$ cat src/rtl/mem_access_ctrl.sv
// MEM-stage data memory access controller.
// Accepts one load/store at a time from the pipeline, drives a simple req/ack bus
// with word-aligned address, byte enables and lane-replicated store data, and
// returns sign/zero-extended load data.
// Optional feature: define MEM_ACCESS_TIMEOUT_EN to abort a bus access that is
// not acknowledged within TIMEOUT cycles (pulses o_err).
module mem_access_ctrl #(
    parameter int unsigned ACCESS_LAT = 4,
    parameter int unsigned TIMEOUT    = 15
) (
    input  logic        clk,
    input  logic        rst,
    input  logic        i_valid,
    input  logic        i_we,
    input  logic [1:0]  i_size,
    input  logic        i_unsigned,
    input  logic [31:0] i_addr,
    input  logic [31:0] i_wdata,
    output logic [3:0]  o_mem_data_access,
    output logic        o_mem_req,
    output logic        o_mem_we,
    output logic [31:0] o_mem_addr,
    output logic [3:0]  o_mem_be,
    output logic [31:0] o_mem_wdata,
    input  logic        i_mem_ack,
    input  logic [31:0] i_mem_rdata,
    output logic [31:0] o_rdata,
    output logic        o_rdata_valid,
    output logic        o_busy,
    output logic        o_misaligned,
    output logic        o_err
);

    typedef enum logic [1:0] {StIdle, StBus, StDone} state_e;

    state_e      state_q, state_d;
    logic [31:0] addr_q, addr_d;
    logic [1:0]  off_q, off_d;
    logic [3:0]  be_q, be_d;
    logic [31:0] wdata_q, wdata_d;
    logic        we_q, we_d;
    logic [1:0]  size_q, size_d;
    logic        uns_q, uns_d;
    logic [31:0] rdata_q, rdata_d;
    logic        rdata_valid_q, rdata_valid_d;
    logic        req_q, req_d;
    logic        busy_q, busy_d;
    logic [3:0]  data_access_q, data_access_d;
    logic        misaligned_q, misaligned_d;

    logic        aligned;
    logic [3:0]  be_new;
    logic [31:0] wdata_new;
    logic [31:0] lane_word;
    logic [31:0] load_ext;

`ifdef MEM_ACCESS_TIMEOUT_EN
    logic [7:0]  cnt_q, cnt_d;
    logic        err_q, err_d;
`else
    // Keeps the timeout parameter referenced when the counter is not built.
    logic [7:0]  unused_timeout;
    assign unused_timeout = 8'(TIMEOUT);
`endif

    // Decode alignment, byte enables and store-lane replication of the incoming request.
    always_comb begin
        aligned   = 1'b0;
        be_new    = 4'b1111;
        wdata_new = i_wdata;
        case (i_size)
            2'b00: begin
                aligned   = 1'b1;
                be_new    = 4'b0001 << i_addr[1:0];
                wdata_new = {4{i_wdata[7:0]}};
            end
            2'b01: begin
                aligned   = ~i_addr[0];
                be_new    = 4'b0011 << i_addr[1:0];
                wdata_new = {2{i_wdata[15:0]}};
            end
            2'b10: begin
                aligned   = (i_addr[1:0] == 2'b00);
            end
            default: begin
                aligned   = 1'b0;
            end
        endcase
    end

    // Select the addressed lane of the bus read word and extend it.
    always_comb begin
        lane_word = i_mem_rdata >> {off_q, 3'b000};
        case (size_q)
            2'b00:   load_ext = uns_q ? {24'd0, lane_word[7:0]}
                                      : {{24{lane_word[7]}}, lane_word[7:0]};
            2'b01:   load_ext = uns_q ? {16'd0, lane_word[15:0]}
                                      : {{16{lane_word[15]}}, lane_word[15:0]};
            default: load_ext = i_mem_rdata;
        endcase
    end

    // Next-state and registered-output logic of the IDLE/BUS/DONE controller.
    always_comb begin
        state_d       = state_q;
        addr_d        = addr_q;
        off_d         = off_q;
        be_d          = be_q;
        wdata_d       = wdata_q;
        we_d          = we_q;
        size_d        = size_q;
        uns_d         = uns_q;
        rdata_d       = rdata_q;
        rdata_valid_d = 1'b0;
        req_d         = req_q;
        busy_d        = busy_q;
        data_access_d = 4'd0;
        misaligned_d  = 1'b0;
`ifdef MEM_ACCESS_TIMEOUT_EN
        cnt_d         = cnt_q;
        err_d         = 1'b0;
`endif
        case (state_q)
            StIdle: begin
                if (i_valid) begin
                    if (aligned) begin
                        state_d       = StBus;
                        addr_d        = {i_addr[31:2], 2'b00};
                        off_d         = i_addr[1:0];
                        be_d          = be_new;
                        wdata_d       = wdata_new;
                        we_d          = i_we;
                        size_d        = i_size;
                        uns_d         = i_unsigned;
                        req_d         = 1'b1;
                        busy_d        = 1'b1;
                        data_access_d = 4'(ACCESS_LAT);
`ifdef MEM_ACCESS_TIMEOUT_EN
                        cnt_d         = 8'd0;
`endif
                    end else begin
                        misaligned_d = 1'b1;
                    end
                end
            end
            StBus: begin
                // An ack always wins over a timeout in the same cycle.
                if (i_mem_ack) begin
                    state_d = StDone;
                    req_d   = 1'b0;
                    if (!we_q) begin
                        rdata_d       = load_ext;
                        rdata_valid_d = 1'b1;
                    end
`ifdef MEM_ACCESS_TIMEOUT_EN
                end else if (cnt_q == 8'(TIMEOUT - 1)) begin
                    state_d = StIdle;
                    req_d   = 1'b0;
                    busy_d  = 1'b0;
                    err_d   = 1'b1;
                    cnt_d   = 8'(TIMEOUT);
                end else begin
                    cnt_d = cnt_q + 8'd1;
`endif
                end
            end
            StDone: begin
                state_d = StIdle;
                busy_d  = 1'b0;
            end
            default: begin
                state_d = StIdle;
                req_d   = 1'b0;
                busy_d  = 1'b0;
            end
        endcase
    end

    // State and output registers, all cleared asynchronously by reset.
    always_ff @(posedge clk or negedge rst) begin
        if (!rst) begin
            state_q       <= StIdle;
            addr_q        <= 32'd0;
            off_q         <= 2'd0;
            be_q          <= 4'd0;
            wdata_q       <= 32'd0;
            we_q          <= 1'b0;
            size_q        <= 2'd0;
            uns_q         <= 1'b0;
            rdata_q       <= 32'd0;
            rdata_valid_q <= 1'b0;
            req_q         <= 1'b0;
            busy_q        <= 1'b0;
            data_access_q <= 4'd0;
            misaligned_q  <= 1'b0;
`ifdef MEM_ACCESS_TIMEOUT_EN
            cnt_q         <= 8'd0;
            err_q         <= 1'b0;
`endif
        end else begin
            state_q       <= state_d;
            addr_q        <= addr_d;
            off_q         <= off_d;
            be_q          <= be_d;
            wdata_q       <= wdata_d;
            we_q          <= we_d;
            size_q        <= size_d;
            uns_q         <= uns_d;
            rdata_q       <= rdata_d;
            rdata_valid_q <= rdata_valid_d;
            req_q         <= req_d;
            busy_q        <= busy_d;
            data_access_q <= data_access_d;
            misaligned_q  <= misaligned_d;
`ifdef MEM_ACCESS_TIMEOUT_EN
            cnt_q         <= cnt_d;
            err_q         <= err_d;
`endif
        end
    end

    assign o_mem_data_access = data_access_q;
    assign o_mem_req         = req_q;
    assign o_mem_we          = we_q;
    assign o_mem_addr        = addr_q;
    assign o_mem_be          = be_q;
    assign o_mem_wdata       = wdata_q;
    assign o_rdata           = rdata_q;
    assign o_rdata_valid     = rdata_valid_q;
    assign o_busy            = busy_q;
    assign o_misaligned      = misaligned_q;
`ifdef MEM_ACCESS_TIMEOUT_EN
    assign o_err             = err_q;
`else
    assign o_err             = 1'b0;
`endif

endmodule

$ cat config.mk
export PLATFORM = sky130hd
export DESIGN_NAME = mem_access_ctrl
export DESIGN_NICKNAME = d
export VERILOG_FILES = /design/src/rtl/mem_access_ctrl.sv
export SDC_FILE = /design/constraint.sdc
export NUM_CORES = 1
export LEC_CHECK = 0
export CAP_MARGIN = 20
export CORE_ASPECT_RATIO = 2
export CORE_MARGIN = 5
export CORE_UTILIZATION = 30
export CTS_CLUSTER_DIAMETER = 30
export CTS_CLUSTER_SIZE = 12
export DETAILED_ROUTE_END_ITERATION = 8
export GPL_TIMING_DRIVEN = 1
export MAX_ROUTING_LAYER = met4
export PLACE_DENSITY = 0.72
export REMOVE_ABC_BUFFERS = 1
export SYNTH_ARGS = -nofsm -noshare
export SYNTH_HDL_FRONTEND = slang
export SYNTH_SLANG_ARGS = --single-unit
$ cat constraint.sdc
create_clock -name clk -period 1.5 [get_ports clk]
set_input_delay 0.15 -clock clk [delete_from_list [all_inputs] [get_ports clk]]
set_output_delay 0.15 -clock clk [all_outputs]
set_load 0.05 [all_outputs]
==> flow_summary.ini <==
[outcome]
status = finished, violations left
violations = negative setup slack

[floorplanning]
die_area_um2 = 19800
rows = 67
core-area_um2 = 16700
start_util_pct = 30.4
top_level_ports = 214
die_w_um = 102
die_h_um = 194

[worst_setup_path]
critPathKind = register to register
reg2reg_depth = 7
critPathLaunchType = register
crit_required_ns = 1.73
crit_arrival_ns = 1.87
worstReg2RegStart = off_q[1]$_DFFE_PN0P_
cpMostUsedCell = buf_6
r2r-end = o_rdata[21]$_DFFE_PN0P_
cp_slowest_cell = dfrtp_1
rrSetupSlack_ns = -0.14
cp-end-kind = register
path_cells = buf_6 > mux2i_4 > a21oi_1 > o211ai_4 > buf_6 > buf_12 > nand3_1
crit_fanout = 6
slowest_delay_ns = 0.43

[drt]
num_vias = 4501
drt_iter0_markers = 137
drc = 0
met2WireLength_mm = 10.3
wl_met1_mm = 6.20
ant_nets = 0
route.met3.wl_um = 869
vias_per_cell = 4.79
first_pass_iters = 4
totalWireLength_mm = 17.7
wl_per_cell_um = 18.9
top_layer = met4

[placed_design]
routabilityCongestion = 0.772
hpwl_mm = 12.3
portBuffers = 207
post-place-ws_ns = -0.406
dpl_cell_area_um2 = 7420

[power_and_ir_drop]
powerDensity_nw_per_um2 = 1870
finalPower_mw = 15.9
p_leak_nw = 4.20
ir_drop_mv = 0.906

[clock_tree]
cts.path.max_buffers = 2
cts_tree = done
ctsHtreeMaxLevel = 3
cts-root-buf = clkbuf_16
clkTransAtPathRegs_ns = 0.07
numClockSinks = 111
clk_latency_ns = 0.35
cts_buffers = 9

[final_layout]
nets = 831
layout-drive-gt1-share_pct = 38.6
post-route-util_pct = 51.1
areaGrowthSynthToFinish_pct = 68.2
finalInstanceArea_um2 = 8530

[hold_path]
hp-start = i_addr[0]
hold_class = primary input to register
holdPathStages = 3
hold_path_end = off_q[0]$_DFFE_PN0P_

[yosys]
yosysUniqueCellTypes = 41
ys_ff_latch = 111
synth_edf_count = 0
async_reset_ff_share_pct = 100
synth_warnings = 0
postSynthAreaPerCell_um2 = 10.7
yosysSeqAreaShare_pct = 54.8
ys.flop_type = dfrtp_1
syn_inst = 472
syn_area_um2 = 5070

[grt]
track_usage_pct = 16.9
grt_max_degree = 112
antenna_found_initial = 1
grt-ovfl-total = 0
grt_pass1_wl_mm = 25.1
grt_pass1_vias = 4536

[sta]
worst_pin_slew_ns = 0.641
final_hold_viol_count = 0
min_period_ns = 1.64
max-slew-margin-rel_pct = 57.3
rsz0062_at_grt = yes
fmax_ghz = 0.610
period_share_pct = 109
setup_viol = 70
timing.final.ws_setup_ns = -0.139
fin_skew_ns = 0.00912
drv_slew = 0

[run]
drv_cap = 0
## layout make-up
cell class,instances,area [µm²]
inverter,3,11.3
sequential,111,2780
multi-input combinational,323,2440
fill,1501,8150
antenna,1,2.50
tap,207,259
clock inverter,4,70.1
clock buffer,11,243
timing repair buffer,279,2730
## worst max-delay path: cells and delay by family (launching register included)
family | cells | cell delay [ns]
buffers and inverters | 3 | 0.42
DFF | 1 | 0.43
muxes | 1 | 0.27
AOI/OAI and AO/OA | 2 | 0.32
and+or+nand+nor | 1 | 0.07
## what timing repair did
action / 4_1_cts / 5_1_grt
pin swaps: 3 / 11
resized for setup: 16 / 115
endpoints found under the setup margin: 57 / 85
hold endpoints to repair: 111 / 0
setup buffers: 3 / 8
gates cloned: 2 / 10
hold buffers: 1 / 0
## cell usage in the layout (no fill, tap or decap), types with 6 or more instances in the layout
cell             count
nand2_1             44
buf_8                6
buf_12               7
conb_1               6
dfrtp_1            111
nand3_1             23
mux2_4              45
nand3_2              9
nand2_2             12
a21o_1              14
buf_4              139
clkdlybuf4s50_1    100
a21oi_2              9
buf_6               14
nor2_1              31
o22ai_1              7
clkbuf_16           16
a2bb2oi_1            7
o21ai_0             25
o21ai_1             16
a21oi_1             11
mux2i_1             30
## flip-flops by register name (all words and copies together), names as in the netlist
name,flops
off_q,2
o_mem_wdata,32
o_rdata,32
o_mem_addr,30
o_mem_data_access,1
o_mem_we,1
o_mem_req,1
state_q,2
o_busy,1
o_misaligned,1
size_q,2
o_rdata_valid,1
o_mem_be,4
uns_q,1
## worst max path at each step
stage                                     from                    endpoint  slack, ns
after CTS                 off_q[1]$_DFFE_PN0P_     o_rdata[22]$_DFFE_PN0P_      -0.12
after global routing      off_q[1]$_DFFE_PN0P_     o_rdata[21]$_DFFE_PN0P_      -0.20
after floorplan                      i_addr[0]  o_mem_addr[10]$_DFFE_PN0P_      -1.35
after global placement               i_size[0]   o_mem_addr[3]$_DFFE_PN0P_      -0.37
after detailed placement             i_size[0]  o_mem_addr[20]$_DFFE_PN0P_      -0.41
final                     off_q[1]$_DFFE_PN0P_     o_rdata[21]$_DFFE_PN0P_      -0.14
## report_power, final
part / total [mW] / switching, mW / leakage (nW) / internal (mW)
Sequential: 4.64 / 0.635 / 1.34 / 4.01
Clock: 2.59 / 1.10 / 0.155 / 1.50
Combinational: 8.68 / 5.52 / 2.70 / 3.16
## metal layers
| layer | global-route usage [%] | up-vias |
|---|---|---|
| li1 | - | 2151 |
| met1 | 17.5 | 2177 |
| met2 | 31.5 | 147 |
| met3 | 2.77 | 26 |
| met4 | 5.50 | 0 |
| met5 | - | - |
## cells in the mapped netlist, types with 2 or more instances
master | instances | share of area [%]
o21ai_1 | 7 | 0.69
mux2i_1 | 32 | 6.3
a21oi_1 | 20 | 2.0
dfrtp_1 | 111 | 55
inv_1 | 2 | 0.15
clkbuf_1 | 17 | 1.3
o22ai_1 | 7 | 0.86
o2bb2ai_1 | 2 | 0.35
nand2_1 | 57 | 4.2
mux2_1 | 44 | 9.8
buf_2 | 12 | 1.2
o21ai_0 | 38 | 3.8
nand3_1 | 32 | 3.2
o311ai_0 | 2 | 0.35
a21o_1 | 14 | 2.1
nor2b_1 | 2 | 0.25
buf_4 | 7 | 1.0
nand2b_1 | 5 | 0.62
and2_1 | 2 | 0.25
buf_1 | 2 | 0.15
nor2_1 | 31 | 2.3
a2bb2oi_1 | 7 | 1.2
## stage by stage
| stage | TNS [ns] | hold slack (ns) | instances |
|---|---|---|---|
| finish | -3.96 | 0.345 | 939 |
| global route | -8.65 | 0.340 | 939 |
| CTS | -3.58 | 0.372 | 921 |
| global placement | -26.09 | 0.285 | 900 |
| detailed placement | -28.04 | 0.284 | 900 |
| floorplan | -128.46 | -0.146 | 437 |
## kinds of logic (layout without fill, tap and decap cells)
family	count (synthesis)	count (layout)	share of synthesized area (%)
muxes	77	77	16.3
xor gates and xnor gates	1	1	0.173
other	1	7	0.0740
buffers and inverters	43	297	4.17
AOI/OAI and AO/OA	104	104	12.6
and+or+nand+nor	135	135	11.8
DFF	111	111	54.8
Note: power is estimated with default switching activity, not from simulation.
